[config.mk]
export PLATFORM = sky130hd
export DESIGN_NAME = hazard_ctrl
export DESIGN_NICKNAME = d
export VERILOG_FILES = /design/src/rtl/hazard_pkg.sv /design/src/rtl/sat_counter.sv /design/src/rtl/hazard_ctrl.sv
export SDC_FILE = /design/constraint.sdc
export NUM_CORES = 1
export LEC_CHECK = 0
export ABC_AREA = 1
export BUFFER_PORTS_ARGS = -buffer_cell sky130_fd_sc_hd__clkbuf_2
export CAP_MARGIN = 20
export CORE_MARGIN = 2
export CORE_UTILIZATION = 45
export CTS_BUF_LIST = sky130_fd_sc_hd__clkbuf_16
export DETAILED_ROUTE_END_ITERATION = 7
export PLACE_DENSITY = 0.69
export SETUP_SLACK_MARGIN = 0.4
export SLEW_MARGIN = 20
export SYNTH_ARGS = -nofsm -noshare
export SYNTH_HDL_FRONTEND = slang
export SYNTH_HIERARCHICAL = 1
export SYNTH_SLANG_ARGS = --single-unit
[constraint.sdc]
create_clock -name clk -period 2.36 [get_ports clk]
set_input_delay 0.236 -clock clk [delete_from_list [all_inputs] [get_ports clk]]
set_output_delay 0.236 -clock clk [all_outputs]
set_load 0.005 [all_outputs]
[src/rtl/hazard_pkg.sv]
// ============================================================================
// hazard_pkg : shared FSM state type and parameter defaults for hazard_ctrl
// Revision   : 1.0
// ============================================================================
`default_nettype none

package hazard_pkg;

  localparam int C_TIMEOUT_DEFAULT = 255;
  localparam int C_CNT_W_DEFAULT   = 16;

  typedef enum logic [1:0] {
    RUN      = 2'd0,
    MEM_WAIT = 2'd1,
    ERROR    = 2'd2
  } state_t;

endpackage

`default_nettype wire

[src/rtl/sat_counter.sv]
// ============================================================================
// sat_counter : up-counter that sticks at all-ones, asynchronous active-low clear
// Revision    : 1.0
// ============================================================================
`default_nettype none

module sat_counter #(
  parameter int WIDTH = 16
) (
  input  logic             clk,
  input  logic             rst_n,
  input  logic             i_inc,
  output logic [WIDTH-1:0] o_count
);

  logic [WIDTH-1:0] r_count;

  always_ff @(posedge clk or negedge rst_n) begin
    if (!rst_n) begin
      r_count <= '0;
    end else if (i_inc && !(&r_count)) begin
      r_count <= r_count + WIDTH'(1);
    end
  end

  assign o_count = r_count;

endmodule

`default_nettype wire

[src/rtl/hazard_ctrl.sv]
// ============================================================================
// hazard_ctrl : pipeline stall/flush control with memory-wait timeout FSM
// Revision    : 1.0
// ============================================================================
`default_nettype none

module hazard_ctrl
  import hazard_pkg::*;
#(
  parameter int TIMEOUT = C_TIMEOUT_DEFAULT,
  parameter int CNT_W   = C_CNT_W_DEFAULT
) (
  input  logic             clk,
  input  logic             rst_n,
  input  logic [4:0]       Rs1D,
  input  logic [4:0]       Rs2D,
  input  logic [4:0]       RdE,
  input  logic             RegWriteE,
  input  logic             LoadE,
  input  logic             PCSrcE,
  input  logic             MemReqM,
  input  logic             MemReadyM,
  output logic             StallF,
  output logic             StallD,
  output logic             StallE,
  output logic             StallM,
  output logic             FlushD,
  output logic             FlushE,
  output logic             FlushW,
  output logic             MemErr,
  output logic [CNT_W-1:0] StallCount
);

  localparam int                  C_WAIT_W  = $clog2(TIMEOUT + 1);
  localparam logic [C_WAIT_W-1:0] C_TIMEOUT = C_WAIT_W'(TIMEOUT);
  localparam logic [C_WAIT_W-1:0] C_ONE     = C_WAIT_W'(1);

  state_t              r_state, w_state_nxt;
  logic [C_WAIT_W-1:0] r_wait, w_wait_nxt;
  logic                w_memstall;
  logic                w_loaduse;

  assign w_memstall = MemReqM & ~MemReadyM;
  assign w_loaduse  = LoadE & RegWriteE & (RdE != 5'd0) &
                      ((RdE == Rs1D) | (RdE == Rs2D));

  always_ff @(posedge clk or negedge rst_n) begin
    if (!rst_n) begin
      r_state <= RUN;
      r_wait  <= '0;
    end else begin
      r_state <= w_state_nxt;
      r_wait  <= w_wait_nxt;
    end
  end

  always_comb begin
    w_state_nxt = r_state;
    w_wait_nxt  = r_wait;
    StallF      = 1'b0;
    StallD      = 1'b0;
    StallE      = 1'b0;
    StallM      = 1'b0;
    FlushD      = 1'b0;
    FlushE      = 1'b0;
    FlushW      = 1'b0;
    MemErr      = 1'b0;

    case (r_state)
      RUN, MEM_WAIT: begin
        if (w_memstall) begin
          // Memory stall outranks branch and load-use; a held branch waits for release.
          StallF = 1'b1;
          StallD = 1'b1;
          StallE = 1'b1;
          StallM = 1'b1;
          FlushW = 1'b1;
          if (r_state == RUN) begin
            w_state_nxt = MEM_WAIT;
            w_wait_nxt  = C_ONE;
          end else if (r_wait == C_TIMEOUT) begin
            w_state_nxt = ERROR;
          end else begin
            w_wait_nxt = r_wait + C_ONE;
          end
        end else begin
          w_state_nxt = RUN;
          w_wait_nxt  = '0;
          if (PCSrcE) begin
            FlushD = 1'b1;
            FlushE = 1'b1;
          end else if (w_loaduse) begin
            StallF = 1'b1;
            StallD = 1'b1;
            FlushE = 1'b1;
          end
        end
      end
      ERROR: begin
        StallF = 1'b1;
        StallD = 1'b1;
        StallE = 1'b1;
        StallM = 1'b1;
        MemErr = 1'b1;
      end
      default: begin
        w_state_nxt = RUN;
        w_wait_nxt  = '0;
      end
    endcase

    if (!rst_n) begin
      StallF = 1'b0;
      StallD = 1'b0;
      StallE = 1'b0;
      StallM = 1'b0;
      FlushD = 1'b1;
      FlushE = 1'b1;
      FlushW = 1'b1;
      MemErr = 1'b0;
    end
  end

  sat_counter #(
    .WIDTH (CNT_W)
  ) u_stall_cnt (
    .clk     (clk),
    .rst_n   (rst_n),
    .i_inc   (StallF),
    .o_count (StallCount)
  );

endmodule

`default_nettype wire

==> metrics, run 1 <==
result of the run=completed; synthesized instance count=297; biggest cell delay along the critical path=480 ps; Resize count post-CTS=0; relative contribution of combinational cells to total power=0.162; Finish-stage setup viols=0; share of post-route cells with drive strength above 1=0.2245; pin count of the biggest net entering global routing=32; synthesized area per cell=6.433 um^2; chain of cells forming the critical path=nor2_1, nand2_1, nand3_1, a21oi_1, buf_4, clkbuf_2; count of inserted antenna diode cells=0; Pint=914.3 uW; Synth Warn #=6; arrival time at the worst endpoint=1520 ps; number of nets in the finished design=368; headroom to the max-slew limit=0.7119; number of cells in the design after placement=389; worst setup path startpoint=r_state[1]$_DFFE_PN0P_; setup total negative slack=0 ps; number of global-route vias before repair=1817; overall die area=4783 um^2; boundary pin count=46; horizontal die dimension=69.16 um; Max Freq=568.9 MHz; Critical Path Fanout Max=9; hold_buf cts=0; number of DRC violations after detailed-routing iteration 0=152; Final Hold Viols=0; endpoint class of the critical path=output port; number of synthesized register bits=26; via density per instance=4.852; buffering stage count on the worst path with inverters included=2; crit share post-route=0.7448; number of iterations in the first detailed-routing pass=4; post-synth design cell area=1911 um^2; type of the worst setup path=flip-flop to output port; worst ir drop on vdd=0.4263 mV; number of non-filler instances in the completed layout=393; number of antenna violations at the first check in global routing=0; first-pass GRT wire length=7.914 mm; max-capacitance violation count=0; Max H-tree Level=1; global placement routability congestion=0.8721; CTS root buf=clkbuf_16; Die Y=69.16 um; endpoint required time on the critical path=2120 ps; routed via count=1907; dpl cell area=2172 um^2; number of buffers inserted to repair setup after CTS=0; clock power share=0.403; Net Switching=318.3 uW; sum of internal, switching and leakage power=1.233 mW; Pleak=1.291 nW; proportion of total power due to net switching=0.2582; cell family contributing the most delay on the critical path=flip-flops; class of the worst hold path=primary input to async pin; total of buffers placed on input and output ports=45; total non-filler cell area in the finished layout=2283 um^2; layout overhead on the synthesized area=19.52%; total power density per cell area=539.8 nW/um^2; setup repair after global routing missed its margin=no; Unique masters post-synth=26; Tot GR Track Use=0.1966; clock tree from TritonCTS=done; global-route congestion overflow total=0; CTS buffer count=3; largest buffer count on any clock path=2; Critical-path top delay cell=dfrtp_2; Worst-Skew Late Latency=260 ps; fraction of the yosys area taken by sequential cells=0.3405; post-route DRC violation count=0; antenna-violating nets left=0; Reg power frac=0.435; half-perimeter wire length of the detailed placement result=3.205 mm; launching element type of the critical path=flip-flop; effective utilization at floorplan=0.4709; clock transition at the registers of the reported paths=70 ps; total wire length after detailed routing=4.317 mm; average detailed-routed wire length per instance=10.98 um; post-synth net total=321; max-slew violations=0; Max Clock Skew=2.951 ps; standard-cell row count=23; Worst R2R Start=r_state[1]$_DFFE_PN0P_; Clock Sinks=26; transition time at the pin with the least slew margin=431.7 ps; core outline area=4058 um^2; final critical path time including I/O delays and setup=1758 ps
-- power by group through the flow --
stage / clock, mW / combinational, mW / sequential (mW)
floorplan: 0 / 0.112 / 0.536
global placement: 0 / 0.198 / 0.544
detailed placement: 0 / 0.201 / 0.545
CTS: 0.509 / 0.202 / 0.537
global route: 0.531 / 0.237 / 0.549
finish: 0.497 / 0.200 / 0.536
-- cells by family after synthesis --
| group | Yosys count | synth area share |
|---|---|---|
| buf+inv | 50 | 0.1100 |
| fa+ha+maj | 2 | 0.01310 |
| compound gates | 12 | 0.03209 |
| simple gates | 200 | 0.4722 |
| xor+xnor | 7 | 0.03209 |
| flops | 26 | 0.3405 |
-- synth_stat cells --
library cell / instances / share of area
o21ai_0: 6 / 0.016
buf_4: 4 / 0.016
nand2_1: 112 / 0.22
xor2_1: 3 / 0.014
a31oi_1: 1 / 0.0033
inv_2: 7 / 0.014
ha_1: 2 / 0.013
and2_1: 1 / 0.0033
nor2_1: 34 / 0.067
nand3_1: 21 / 0.055
inv_1: 38 / 0.075
nor2_4: 2 / 0.012
nor2_2: 2 / 0.0065
nand3_2: 3 / 0.016
nand2_4: 3 / 0.018
nand3b_1: 3 / 0.012
nand4_1: 10 / 0.033
xnor2_1: 4 / 0.018
a21oi_1: 2 / 0.0052
dfrtp_1: 26 / 0.34
nand2_2: 5 / 0.016
buf_6: 1 / 0.0059
nor3b_1: 1 / 0.0039
o21ai_1: 3 / 0.0079
nor3_2: 1 / 0.0052
nor3_1: 2 / 0.0052
-- placed cells by master, fill, tap and decap left out, drive strengths merged --
cell and count:
ha 2, nor3 3, nand3b 3, a21oi 2, inv 45, nand4 10
buf 2, nand3 24, nor2 38, nor3b 1, bufinv 1, a31oi 1
nand2 120, dfrtp 26, o21ai 9, xnor2 4, and2 1, clkbuf 48
xor2 3
-- cell type report --
class,count,area (um^2)
Clock buffer,3,75.07
Tap cell,50,62.56
Timing Repair Buffer,47,240.2
Clock inverter,1,30.03
Sequential cell,26,651.9
Fill cell,404,1774
Multi-Input combinational cell,221,1055
Inverter,45,168.9
-- worst paths after layout --
check                                                           end  slack, ps  cells after the start
max in group asynchronous                    r_state[1]$_DFFE_PN0P_       2050                      2
worst max register to register   u_stall_cnt/o_count[8]$_DFFE_PN0P_        630                     11
min in group clk                              r_wait[3]$_DFFE_PN0P_        410                      5
worst min register to register  u_stall_cnt/o_count[15]$_DFFE_PN0P_        520                      2
worst max-delay path                                         StallD        600                      6
worst min-delay path                          r_wait[6]$_DFFE_PN0P_         10                      2
-- through the flow --
step                utilization  setup slack (ps)  hold WS, ps
floorplan                     -             548.9       -59.59
global placement         0.5353             494.6        309.4
detailed placement       0.5353             371.7        316.2
CTS                      0.5612             408.2        33.80
global route             0.5628             413.6        57.83
finish                   0.5628             602.3        14.15
-- per-layer routing --
metal  GRT usage  up-vias  wire length, um
li1            -     1008                -
met1      0.2873      824             2129
met2      0.2938       67             1827
met3     0.03363        8              292
met4     0.06536        0               68
met5           0        -                0
-- flip-flops by register name (all words and copies together) (netlist names) --
| name | cells |
|---|---|
| u_stall_cnt/o_count | 16 |
| r_wait | 8 |
| r_state | 2 |
No activity file was read; power rests on OpenSTA's default activity.
==> run 2: changes to the inputs <==
==> constraint.sdc (replaced) <==
create_clock -name clk -period 1.7 [get_ports clk]
set_input_delay 0.17 -clock clk [delete_from_list [all_inputs] [get_ports clk]]
set_output_delay 0.17 -clock clk [all_outputs]
set_load 0.005 [all_outputs]
==> metrics, run 2 (synthesized netlist as in run 1, its figures left out) <==
result of the run=completed; number of antenna violations at the first check in global routing=0 (unchanged); standard-cell row count=23 (unchanged); top library cells by usage in the layout, fill and taps aside=nand2_1 (96), clkbuf_2 (40), inv_1 (31), nand2_2 (21), buf_4 (21); count of cells along the worst register-to-register path=8 (-3); arrival time at the worst endpoint=1260 ps (-260 ps); setup repair after global routing missed its margin=yes; max-slew violations=0 (unchanged); endpoint class of the critical path=output port; share of post-route cells with drive strength above 1=0.4255 (+0.2010); global placement routability congestion=0.8605 (-1.3%); CTS buffer count=3 (unchanged); layout overhead on the synthesized area=44.01%; dpl cell area=2256 um^2 (+3.9%); clock tree from TritonCTS=done; count of inserted antenna diode cells=0 (unchanged); worst ir drop on vdd=0.4193 mV (-1.6%); Tot GR Track Use=0.2058 (+0.009162); routed via count=2104 (+10%); CTS root buf=clkbuf_16; antenna-violating nets left=0 (unchanged); final critical-path setup slack=268.2 ps (-334.1 ps); average detailed-routed wire length per instance=12.17 um (+11%); via density per instance=5.021 (+3.5%); Final Hold Viols=0 (unchanged); first-pass GRT wire length=8.100 mm (+2.4%); launching element type of the critical path=flip-flop; Max Freq=698.4 MHz; crit share post-route=0.8422; largest buffer count on any clock path=2 (unchanged); boundary pin count=46 (unchanged); Finish-stage setup viols=0 (unchanged); number of DRC violations after detailed-routing iteration 0=123 (-19%); half-perimeter wire length of the detailed placement result=3.390 mm (+5.8%); type of the worst setup path=flip-flop to output port; Pleak=1.426 nW (+10%); Worst R2R Start=r_wait[0]$_DFFE_PN0P_; pin count of the biggest net entering global routing=16 (-50%); setup total negative slack=0 ps (unchanged); number of nets in the finished design=395 (+7.3%); headroom to the max-slew limit=0.5072 (-0.2048); endpoint required time on the critical path=1530 ps (-590 ps); reg-to-reg setup timing slack=300 ps (-330 ps); class of the worst hold path=primary input to async pin; Reg2Reg Capture Point=r_wait[3]$_DFFE_PN0P_; most frequent standard cell in the layout excluding fill and tap cells=nand2_1; total of buffers placed on input and output ports=45 (unchanged); number of flip-flops under the largest register name=16 (unchanged); post-route DRC violation count=0 (unchanged); Clock Sinks=26 (unchanged); Max Clock Skew=3.175 ps (+0.2244 ps); transition time at the pin with the least slew margin=739.2 ps (+307.6 ps); Die Y=69.16 um (unchanged); effective utilization at floorplan=0.4709 (unchanged); total wire length after detailed routing=5.100 mm (+18%); number of iterations in the first detailed-routing pass=4 (unchanged); Worst-Skew Late Latency=260 ps (about the same); final critical path time including I/O delays and setup=1432 ps; total power density per cell area=594.4 nW/um^2 (+10%); post-place setup slack=70.00 ps (-301.7 ps); max-capacitance violation count=0 (unchanged); clock transition at the registers of the reported paths=60 ps (about the same); Max H-tree Level=1 (unchanged); total non-filler cell area in the finished layout=2751 um^2 (+20%); global-route congestion overflow total=0 (unchanged); Critical Path Fanout Max=3 (-6); overall die area=4783 um^2 (unchanged); horizontal die dimension=69.16 um (unchanged); number of global-route vias before repair=1800 (-0.94%); core outline area=4058 um^2 (unchanged)
-- run 2: cell count changes in the layout (fill, tap and decap cells not counted), sizes merged --
cell          before  now
bufinv             1    0
buf                2   32
clkbuf            48   43
dlymetal6s4s       0    1
nor2              38   39
-- run 2: what timing repair did --
item / CTS / global route
endpoints found under the hold margin: 15 / 0
pin swaps: 9 / 21
gates cloned: 0 / 1
hold buffers: 1 / 0
setup buffers: 13 / 9
endpoints found under the setup margin: 31 / 47
gates resized for setup: 28 / 52
-- run 2: through the flow --
step	hold slack, ps	total power [mW]	util	std cells
finish	61.33	1.635	0.6781	419
global route	80.23	1.739	0.6781	419
CTS	54.87	1.608	0.6232	409
detailed placement	206.3	1.069	0.5560	392
global placement	196.9	1.064	0.5560	392
floorplan	-125.6	0.9304	-	297
-- run 2: worst max-delay path, cell delays in order, from the launching register on --
cell and delay, ps:
dfrtp_2 440, nand2_2 80, nand3_2 90, a21oi_4 170, buf_6 130, buf_6 80
-- run 2: final cells by class --
class	instances	area, um^2
Clock buffer	3	75.07
Fill cell	344	1306
Inverter	45	178.9
Multi-Input combinational cell	222	1292
Sequential cell	26	660.6
Tap cell	50	62.56
Timing Repair Buffer	73	481.7
-- run 2: metal layers --
layer  global-route usage  vias up  part of all wire
li1                     -     1068                 -
met1               0.3013      957              0.47
met2               0.3130       71              0.47
met3              0.02632        8             0.052
met4              0.06972        0             0.016
met5                    0        -                 0
-- run 2: worst max-delay path by stage --
stage / startpoint / cells after the start / slack (ps) / endpoint
3_3_place_gp: RdE[4] / 16 / 80 / u_stall_cnt/o_count[8]$_DFFE_PN0P_
2_1_floorplan: r_state[1]$_DFFE_PN0P_ / 12 / 220 / u_stall_cnt/o_count[8]$_DFFE_PN0P_
4_1_cts: r_state[1]$_DFFE_PN0P_ / 6 / 270 / StallF
5_1_grt: r_state[1]$_DFFE_PN0P_ / 6 / 210 / StallF
6_report: r_state[1]$_DFFE_PN0P_ / 5 / 270 / StallF
3_5_place_dp: RdE[4] / 13 / 70 / u_stall_cnt/o_count[10]$_DFFE_PN0P_
-- run 2: where the power goes --
part | internal [mW] | switching (mW) | total (mW)
clock network | 0.312 | 0.201 | 0.513
logic | 0.183 | 0.176 | 0.358
registers | 0.672 | 0.0929 | 0.765
